**src/rtl/wbu_commit_arbiter_if.sv**
```systemverilog
// Writeback/commit bundle between the two issue ways, the commit arbiter and the
// integer register-file write port.
interface wbu_commit_arbiter_if;
  logic        way0_valid_i;
  logic        way0_rdWriteEnable_i;
  logic [4:0]  way0_rdAddr_i;
  logic [63:0] way0_rdData_i;
  logic [1:0]  way0_pID_i;
  logic        way0_ready_o;

  logic        way1_valid_i;
  logic        way1_rdWriteEnable_i;
  logic [4:0]  way1_rdAddr_i;
  logic [63:0] way1_rdData_i;
  logic [1:0]  way1_pID_i;
  logic        way1_ready_o;

  logic        flush_i;
  logic [1:0]  flushPID_i;

  logic        rfWriteEnable_o;
  logic [4:0]  rfAddr_o;
  logic [63:0] rfData_o;
  logic        commitValid_o;
  logic [1:0]  commitPID_o;
  logic        error_o;

  // Arbiter side.
  modport slave (
    input  way0_valid_i, way0_rdWriteEnable_i, way0_rdAddr_i, way0_rdData_i, way0_pID_i,
    input  way1_valid_i, way1_rdWriteEnable_i, way1_rdAddr_i, way1_rdData_i, way1_pID_i,
    input  flush_i, flushPID_i,
    output way0_ready_o, way1_ready_o,
    output rfWriteEnable_o, rfAddr_o, rfData_o, commitValid_o, commitPID_o, error_o
  );

  // Core side: writeback producers and register-file consumer.
  modport master (
    output way0_valid_i, way0_rdWriteEnable_i, way0_rdAddr_i, way0_rdData_i, way0_pID_i,
    output way1_valid_i, way1_rdWriteEnable_i, way1_rdAddr_i, way1_rdData_i, way1_pID_i,
    output flush_i, flushPID_i,
    input  way0_ready_o, way1_ready_o,
    input  rfWriteEnable_o, rfAddr_o, rfData_o, commitValid_o, commitPID_o, error_o
  );
endinterface

```
**src/rtl/wbu_commit_arbiter.sv**
```systemverilog
// In-order commit arbiter: two 2-entry writeback FIFOs drained one entry per cycle
// into the register-file write port strictly in program-order ID sequence.
module wbu_commit_arbiter #(
  parameter int unsigned STALL_LIMIT = 15
) (
  input  logic                 clk,
  input  logic                 reset,
  wbu_commit_arbiter_if.slave  bus
);

  typedef struct packed {
    logic        we;
    logic [4:0]  addr;
    logic [63:0] data;
    logic [1:0]  pid;
  } wb_entry_t;

  localparam logic [7:0] STALL_LIMIT_W = 8'(STALL_LIMIT);

  wb_entry_t  fifo_mem [2][2];
  logic [1:0] fifo_count [2];
  logic [1:0] rd_ptr;
  logic [1:0] wr_ptr;

  wb_entry_t  in_entry [2];
  logic [1:0] in_valid;
  logic [1:0] ready;
  logic [1:0] enq;
  logic [1:0] pop;
  logic [1:0] head_valid;
  logic [1:0] head_match;
  wb_entry_t  head [2];

  logic [1:0]  next_pid;
  logic [7:0]  stall_cnt;
  logic [7:0]  stall_next;
  logic        commit;
  logic        duplicate;
  logic        stall_hit;
  wb_entry_t   commit_entry;

  logic        rf_we_q;
  logic [4:0]  rf_addr_q;
  logic [63:0] rf_data_q;
  logic        commit_valid_q;
  logic [1:0]  commit_pid_q;
  logic        error_q;

  assign in_valid[0] = bus.way0_valid_i;
  assign in_valid[1] = bus.way1_valid_i;
  assign in_entry[0] = '{we: bus.way0_rdWriteEnable_i, addr: bus.way0_rdAddr_i,
                         data: bus.way0_rdData_i, pid: bus.way0_pID_i};
  assign in_entry[1] = '{we: bus.way1_rdWriteEnable_i, addr: bus.way1_rdAddr_i,
                         data: bus.way1_rdData_i, pid: bus.way1_pID_i};

  always_comb begin
    for (int w = 0; w < 2; w++) begin
      ready[w]      = (fifo_count[w] != 2'd2) && !reset && !bus.flush_i;
      enq[w]        = in_valid[w] && ready[w];
      head_valid[w] = (fifo_count[w] != 2'd0);
      head[w]       = fifo_mem[w][rd_ptr[w]];
      head_match[w] = head_valid[w] && (head[w].pid == next_pid);
    end
  end

  // Way0 wins whenever its head matches; a simultaneous way1 match is a duplicate pID.
  always_comb begin
    commit       = head_match[0] || head_match[1];
    duplicate    = head_match[0] && head_match[1];
    commit_entry = head_match[0] ? head[0] : head[1];
    pop[0]       = head_match[0] && !bus.flush_i;
    pop[1]       = head_match[1] && !head_match[0] && !bus.flush_i;
  end

  always_comb begin
    stall_next = stall_cnt;
    if (commit || !(head_valid[0] || head_valid[1])) begin
      stall_next = 8'd0;
    end else if (stall_cnt != 8'hFF) begin
      stall_next = stall_cnt + 8'd1;
    end
    stall_hit = (stall_next >= STALL_LIMIT_W);
  end

  always_ff @(posedge clk) begin
    for (int w = 0; w < 2; w++) begin
      if (enq[w]) begin
        fifo_mem[w][wr_ptr[w]] <= in_entry[w];
      end
    end
  end

  always_ff @(posedge clk) begin
    if (reset || bus.flush_i) begin
      for (int w = 0; w < 2; w++) begin
        fifo_count[w] <= 2'd0;
      end
      rd_ptr <= 2'b00;
      wr_ptr <= 2'b00;
    end else begin
      for (int w = 0; w < 2; w++) begin
        if (enq[w]) begin
          wr_ptr[w] <= ~wr_ptr[w];
        end
        if (pop[w]) begin
          rd_ptr[w] <= ~rd_ptr[w];
        end
        unique case ({enq[w], pop[w]})
          2'b10:   fifo_count[w] <= fifo_count[w] + 2'd1;
          2'b01:   fifo_count[w] <= fifo_count[w] - 2'd1;
          default: fifo_count[w] <= fifo_count[w];
        endcase
      end
    end
  end

  // Flush outranks commit; the error flag survives it and only reset clears it.
  always_ff @(posedge clk) begin
    if (reset) begin
      next_pid       <= 2'd0;
      stall_cnt      <= 8'd0;
      rf_we_q        <= 1'b0;
      rf_addr_q      <= 5'd0;
      rf_data_q      <= 64'd0;
      commit_valid_q <= 1'b0;
      commit_pid_q   <= 2'd0;
      error_q        <= 1'b0;
    end else if (bus.flush_i) begin
      next_pid       <= bus.flushPID_i;
      stall_cnt      <= 8'd0;
      rf_we_q        <= 1'b0;
      commit_valid_q <= 1'b0;
    end else begin
      stall_cnt <= stall_next;
      if (duplicate || stall_hit) begin
        error_q <= 1'b1;
      end
      if (commit) begin
        next_pid       <= next_pid + 2'd1;
        commit_valid_q <= 1'b1;
        commit_pid_q   <= commit_entry.pid;
        rf_we_q        <= commit_entry.we && (commit_entry.addr != 5'd0);
        rf_addr_q      <= commit_entry.addr;
        rf_data_q      <= commit_entry.data;
      end else begin
        commit_valid_q <= 1'b0;
        rf_we_q        <= 1'b0;
      end
    end
  end

  assign bus.way0_ready_o    = ready[0];
  assign bus.way1_ready_o    = ready[1];
  assign bus.rfWriteEnable_o = rf_we_q;
  assign bus.rfAddr_o        = rf_addr_q;
  assign bus.rfData_o        = rf_data_q;
  assign bus.commitValid_o   = commit_valid_q;
  assign bus.commitPID_o     = commit_pid_q;
  assign bus.error_o         = error_q;

endmodule

```
**src/flat_wrapper.sv**
```systemverilog
// flat-port wrapper written by rule: the top's interface ports become plain ports
module wbu_commit_arbiter_flat 
#(
  parameter int unsigned STALL_LIMIT = 15
)
  (clk, reset, bus_way0_valid_i, bus_way0_rdWriteEnable_i, bus_way0_rdAddr_i, bus_way0_rdData_i, bus_way0_pID_i, bus_way1_valid_i, bus_way1_rdWriteEnable_i, bus_way1_rdAddr_i, bus_way1_rdData_i, bus_way1_pID_i, bus_flush_i, bus_flushPID_i, bus_way0_ready_o, bus_way1_ready_o, bus_rfWriteEnable_o, bus_rfAddr_o, bus_rfData_o, bus_commitValid_o, bus_commitPID_o, bus_error_o);
  wbu_commit_arbiter_if bus_i ();
  input  logic clk;
  input  logic reset;
  input wire logic [$bits(bus_i.way0_valid_i)-1:0] bus_way0_valid_i;
  input wire logic [$bits(bus_i.way0_rdWriteEnable_i)-1:0] bus_way0_rdWriteEnable_i;
  input wire logic [$bits(bus_i.way0_rdAddr_i)-1:0] bus_way0_rdAddr_i;
  input wire logic [$bits(bus_i.way0_rdData_i)-1:0] bus_way0_rdData_i;
  input wire logic [$bits(bus_i.way0_pID_i)-1:0] bus_way0_pID_i;
  input wire logic [$bits(bus_i.way1_valid_i)-1:0] bus_way1_valid_i;
  input wire logic [$bits(bus_i.way1_rdWriteEnable_i)-1:0] bus_way1_rdWriteEnable_i;
  input wire logic [$bits(bus_i.way1_rdAddr_i)-1:0] bus_way1_rdAddr_i;
  input wire logic [$bits(bus_i.way1_rdData_i)-1:0] bus_way1_rdData_i;
  input wire logic [$bits(bus_i.way1_pID_i)-1:0] bus_way1_pID_i;
  input wire logic [$bits(bus_i.flush_i)-1:0] bus_flush_i;
  input wire logic [$bits(bus_i.flushPID_i)-1:0] bus_flushPID_i;
  output wire logic [$bits(bus_i.way0_ready_o)-1:0] bus_way0_ready_o;
  output wire logic [$bits(bus_i.way1_ready_o)-1:0] bus_way1_ready_o;
  output wire logic [$bits(bus_i.rfWriteEnable_o)-1:0] bus_rfWriteEnable_o;
  output wire logic [$bits(bus_i.rfAddr_o)-1:0] bus_rfAddr_o;
  output wire logic [$bits(bus_i.rfData_o)-1:0] bus_rfData_o;
  output wire logic [$bits(bus_i.commitValid_o)-1:0] bus_commitValid_o;
  output wire logic [$bits(bus_i.commitPID_o)-1:0] bus_commitPID_o;
  output wire logic [$bits(bus_i.error_o)-1:0] bus_error_o;
  assign bus_i.way0_valid_i = bus_way0_valid_i;
  assign bus_i.way0_rdWriteEnable_i = bus_way0_rdWriteEnable_i;
  assign bus_i.way0_rdAddr_i = bus_way0_rdAddr_i;
  assign bus_i.way0_rdData_i = bus_way0_rdData_i;
  assign bus_i.way0_pID_i = bus_way0_pID_i;
  assign bus_i.way1_valid_i = bus_way1_valid_i;
  assign bus_i.way1_rdWriteEnable_i = bus_way1_rdWriteEnable_i;
  assign bus_i.way1_rdAddr_i = bus_way1_rdAddr_i;
  assign bus_i.way1_rdData_i = bus_way1_rdData_i;
  assign bus_i.way1_pID_i = bus_way1_pID_i;
  assign bus_i.flush_i = bus_flush_i;
  assign bus_i.flushPID_i = bus_flushPID_i;
  assign bus_way0_ready_o = bus_i.way0_ready_o;
  assign bus_way1_ready_o = bus_i.way1_ready_o;
  assign bus_rfWriteEnable_o = bus_i.rfWriteEnable_o;
  assign bus_rfAddr_o = bus_i.rfAddr_o;
  assign bus_rfData_o = bus_i.rfData_o;
  assign bus_commitValid_o = bus_i.commitValid_o;
  assign bus_commitPID_o = bus_i.commitPID_o;
  assign bus_error_o = bus_i.error_o;
  wbu_commit_arbiter #(.STALL_LIMIT(STALL_LIMIT)) u_core (.clk(clk), .reset(reset), .bus(bus_i));
endmodule
```
**config.mk**
```make
export PLATFORM = sky130hd
export DESIGN_NAME = wbu_commit_arbiter_flat
export DESIGN_NICKNAME = d
export VERILOG_FILES = /design/src/rtl/wbu_commit_arbiter_if.sv /design/src/rtl/wbu_commit_arbiter.sv /design/src/flat_wrapper.sv
export SDC_FILE = /design/constraint.sdc
export NUM_CORES = 1
export LEC_CHECK = 0
export BUFFER_PORTS_ARGS = -buffer_cell sky130_fd_sc_hd__buf_2
export CORE_MARGIN = 3
export CORE_UTILIZATION = 55
export CTS_CLUSTER_DIAMETER = 40
export CTS_CLUSTER_SIZE = 12
export DETAILED_ROUTE_END_ITERATION = 12
export PLACE_DENSITY = 0.79
export SYNTH_ARGS = -nofsm -noshare
export SYNTH_HDL_FRONTEND = slang
export SYNTH_SLANG_ARGS = --single-unit
```
**constraint.sdc**
```tcl
create_clock -name clk -period 5.6 [get_ports clk]
set_input_delay 0 -clock clk [delete_from_list [all_inputs] [get_ports clk]]
set_output_delay 0 -clock clk [all_outputs]
set_load 0.03 [all_outputs]
```
==> results_dict.tcl <==
set metrics [dict create \
    final_cell_mix "edfxtp_1 (292), buf_2 (226), dlygate4sd3_1 (149)" \
    fp.dieW_um 170.3 \
    ctsHtreeMaxLevel 2 \
    die_y_um 170.3 \
    syn_nets 1171 \
    synth_flop_cell "edfxtp_1" \
    final_max_slew_viol_count 0 \
    grt_max_degree 80 \
    layout-drive-gt1-share_pct 28.37 \
    num_vias 10415 \
    fill_cells 1608 \
    synth_area_per_cell_um2 14.65 \
    endpoint_kind "flip-flop" \
    yosysWarnings 0 \
    ys_seq_area_share_pct 70.89 \
    row_count 59 \
    crit_buf_inv 1 \
    start_util_pct 56.52 \
    hold_viol 0 \
    power_density_nw_per_um2 348.0 \
    path_class "reg2reg" \
    min_period_ps 3570 \
    status "complete, no violations" \
    peakVddDrop_uv 257.6 \
    antenna_found_initial 7 \
    dpl.hpwl_um 20730 \
    p_total_uw 6691 \
    syn_to_final_growth_pct 29.46 \
    cp_slowest_cell "o32a_2" \
    post-cts-setup-buffers 0 \
    hp-class "in2reg" \
    drc 0 \
    place_congestion 0.7689 \
    worstSetupStartpointType "flip-flop" \
    layout.nets 1525 \
    io_pins 227 \
    die-area_um2 29020 \
    maxSlewHeadroom_pct 14.33 \
    core_um2 26280 \
    crit_path_cell_trace "mux2_4, xor2_4, o32a_2, buf_4, o21ai_0, a21oi_1" \
    postRouteAntennaNets 0 \
    grt_pass1_wl_um 59350 \
    cts_buffers 45 \
    cts.sinks 380 \
    tns_ps 0 \
    fin_cells 1745 \
    crit_fanout 45 \
    viasPerCell 5.968 \
    async_flop_share_pct 0 \
    setup_viol 0 \
    cts.clk_slew.worst_paths_ps 60 \
    portBuffers 226 \
    grt_overflow_total 0 \
    insertion_delay_ps 550 \
    arrival_ps 4000 \
    cts_tree "yes" \
    final.period_utilization_pct 63.74 \
    final_common_cell "edfxtp_1" \
    cts_root_buffer "clkbuf_16" \
    leakage_uw 0.006714 \
    synth_cells 1014 \
    place_inst 1507 \
    drt-total-wl_um 38550 \
    synth_edf_count 292 \
    clockBufferDepth 3 \
    ys_ff_latch 380 \
    fin_skew_ps 27.28 \
    clock.fmax_mhz 280.1 \
    rsz0062_at_grt "no" \
    critPathTopFamily "compound AO/OA/AOI/OAI gates" \
    drt_iter0_markers 1154 \
    critPathRequiredTime_ps 6030 \
    grt_usage_pct 26.25 \
    tightest_slew_ps 1285 \
    grt_pass1_vias 10730 \
    wl_per_cell_um 22.09 \
    cpPeakStageDelay_ps 820 \
    maxCapViolCount 0 \
    syn_area_um2 14850 \
    synth_cell_type_count 44 \
    drtPass1Iterations 5 \
]
[Yosys cell counts, types with 2 or more instances]
master / instances / share of area, %
edfxtp_1: 292 / 59
o21ai_0: 145 / 4.9
dfxtp_1: 88 / 12
a21oi_1: 77 / 2.6
mux2i_1: 76 / 5.1
mux2_2: 70 / 5.3
clkbuf_1: 66 / 1.7
o2111ai_1: 66 / 3.9
nor2_1: 25 / 0.63
nand2_1: 10 / 0.25
xnor2_1: 10 / 0.59
buf_1: 8 / 0.20
buf_2: 8 / 0.27
inv_1: 8 / 0.20
nand3_1: 7 / 0.24
ha_1: 6 / 0.51
nor3_1: 6 / 0.20
nand4_1: 5 / 0.21
xor2_1: 5 / 0.29
a31oi_1: 3 / 0.13
a2111oi_0: 2 / 0.12
a21boi_0: 2 / 0.10
and3_1: 2 / 0.084
mux2_4: 2 / 0.20
nor3b_1: 2 / 0.10
nor4_1: 2 / 0.084
o21a_1: 2 / 0.10
o21ba_2: 2 / 0.13
or2_2: 2 / 0.084
[final cells by class]
type,count,area (µm²),area share [%]
flip-flops and latches,380,10540,54.80
clock buffers,60,1234,6.415
inverters,8,30.03,0.1562
multi-input cells,544,4050,21.06
clock inverters,22,214.0,1.113
well taps,335,419.2,2.180
repair buffers,389,2728,14.18
diodes,7,17.52,0.09109
[power by group]
part | switching [µW] | total (µW) | internal, µW
Sequential | 54.2 | 3170 | 3120
Combinational | 430 | 686 | 255
Clock | 1160 | 2830 | 1670
[state kept, by name (all words and copies together) (netlist names)]
name and flops:
u_core.wr_ptr 2, u_core.bus.commitValid_o 1, u_core.fifo_count 4, u_core.bus.commitPID_o 2
u_core.fifo_mem 288, u_core.stall_cnt 8, u_core.bus.rfWriteEnable_o 1, u_core.bus.rfData_o 64
u_core.rd_ptr 2, u_core.next_pid 2, u_core.bus.rfAddr_o 5, u_core.bus.error_o 1
[logic make-up after synthesis]
logic type	count (synthesis)	synth area share [%]
simple gates	65	2.081
xor+xnor	15	0.8844
mux	149	10.72
compound gates	309	12.58
flops	380	70.89
buf+inv	90	2.342
fa+ha+maj	6	0.5054
[routing by layer]
| layer | global-route usage (%) | wire length (µm) | vias to the layer above |
|---|---|---|---|
| li1 | - | - | 4697 |
| met1 | 33.67 | 15110 | 5086 |
| met2 | 45.85 | 19440 | 540 |
| met3 | 4.344 | 2934 | 92 |
| met4 | 8.607 | 1062 | 0 |
| met5 | 0 | 0 | - |
[final timing paths]
path                                start                 endpoint  slack (ps)  depth (start not counted)
setup / recovery         u_core.rd_ptr[0]  u_core.bus.rfData_o[53]        2030                          6
hold / removal                      reset  u_core.fifo_count[0][0]         0.8                          3
setup reg to reg         u_core.rd_ptr[0]  u_core.bus.rfData_o[53]        2030                          6
hold reg to reg   u_core.bus.rfData_o[27]  u_core.bus.rfData_o[27]         470                          2
[repair_timing]
action,CTS,global route
endpoints found under the hold margin,294,0
hold buffers,149,0
resized for setup,0,0
setup endpoints to repair,0,0
[through the flow]
step / util (%) / area (µm²) / hold slack (ps) / setup WS, ps
final: 73.17 / 19230 / 0.7999 / 2030
after global routing: 73.16 / 19230 / 9.789 / 1796
after CTS: 73.11 / 19210 / 2.301 / 2170
after detailed placement: 61.92 / 16270 / 191.0 / 2183
after global placement: 61.92 / 16270 / 187.1 / 2300
after floorplan: - / 14850 / 98.87 / 620.4
[worst min-delay path, stage by stage]
cell and delay, ps:
buf_2 100, or2_2 210, nor2_1 50
No activity file was read; power rests on OpenSTA's default activity.
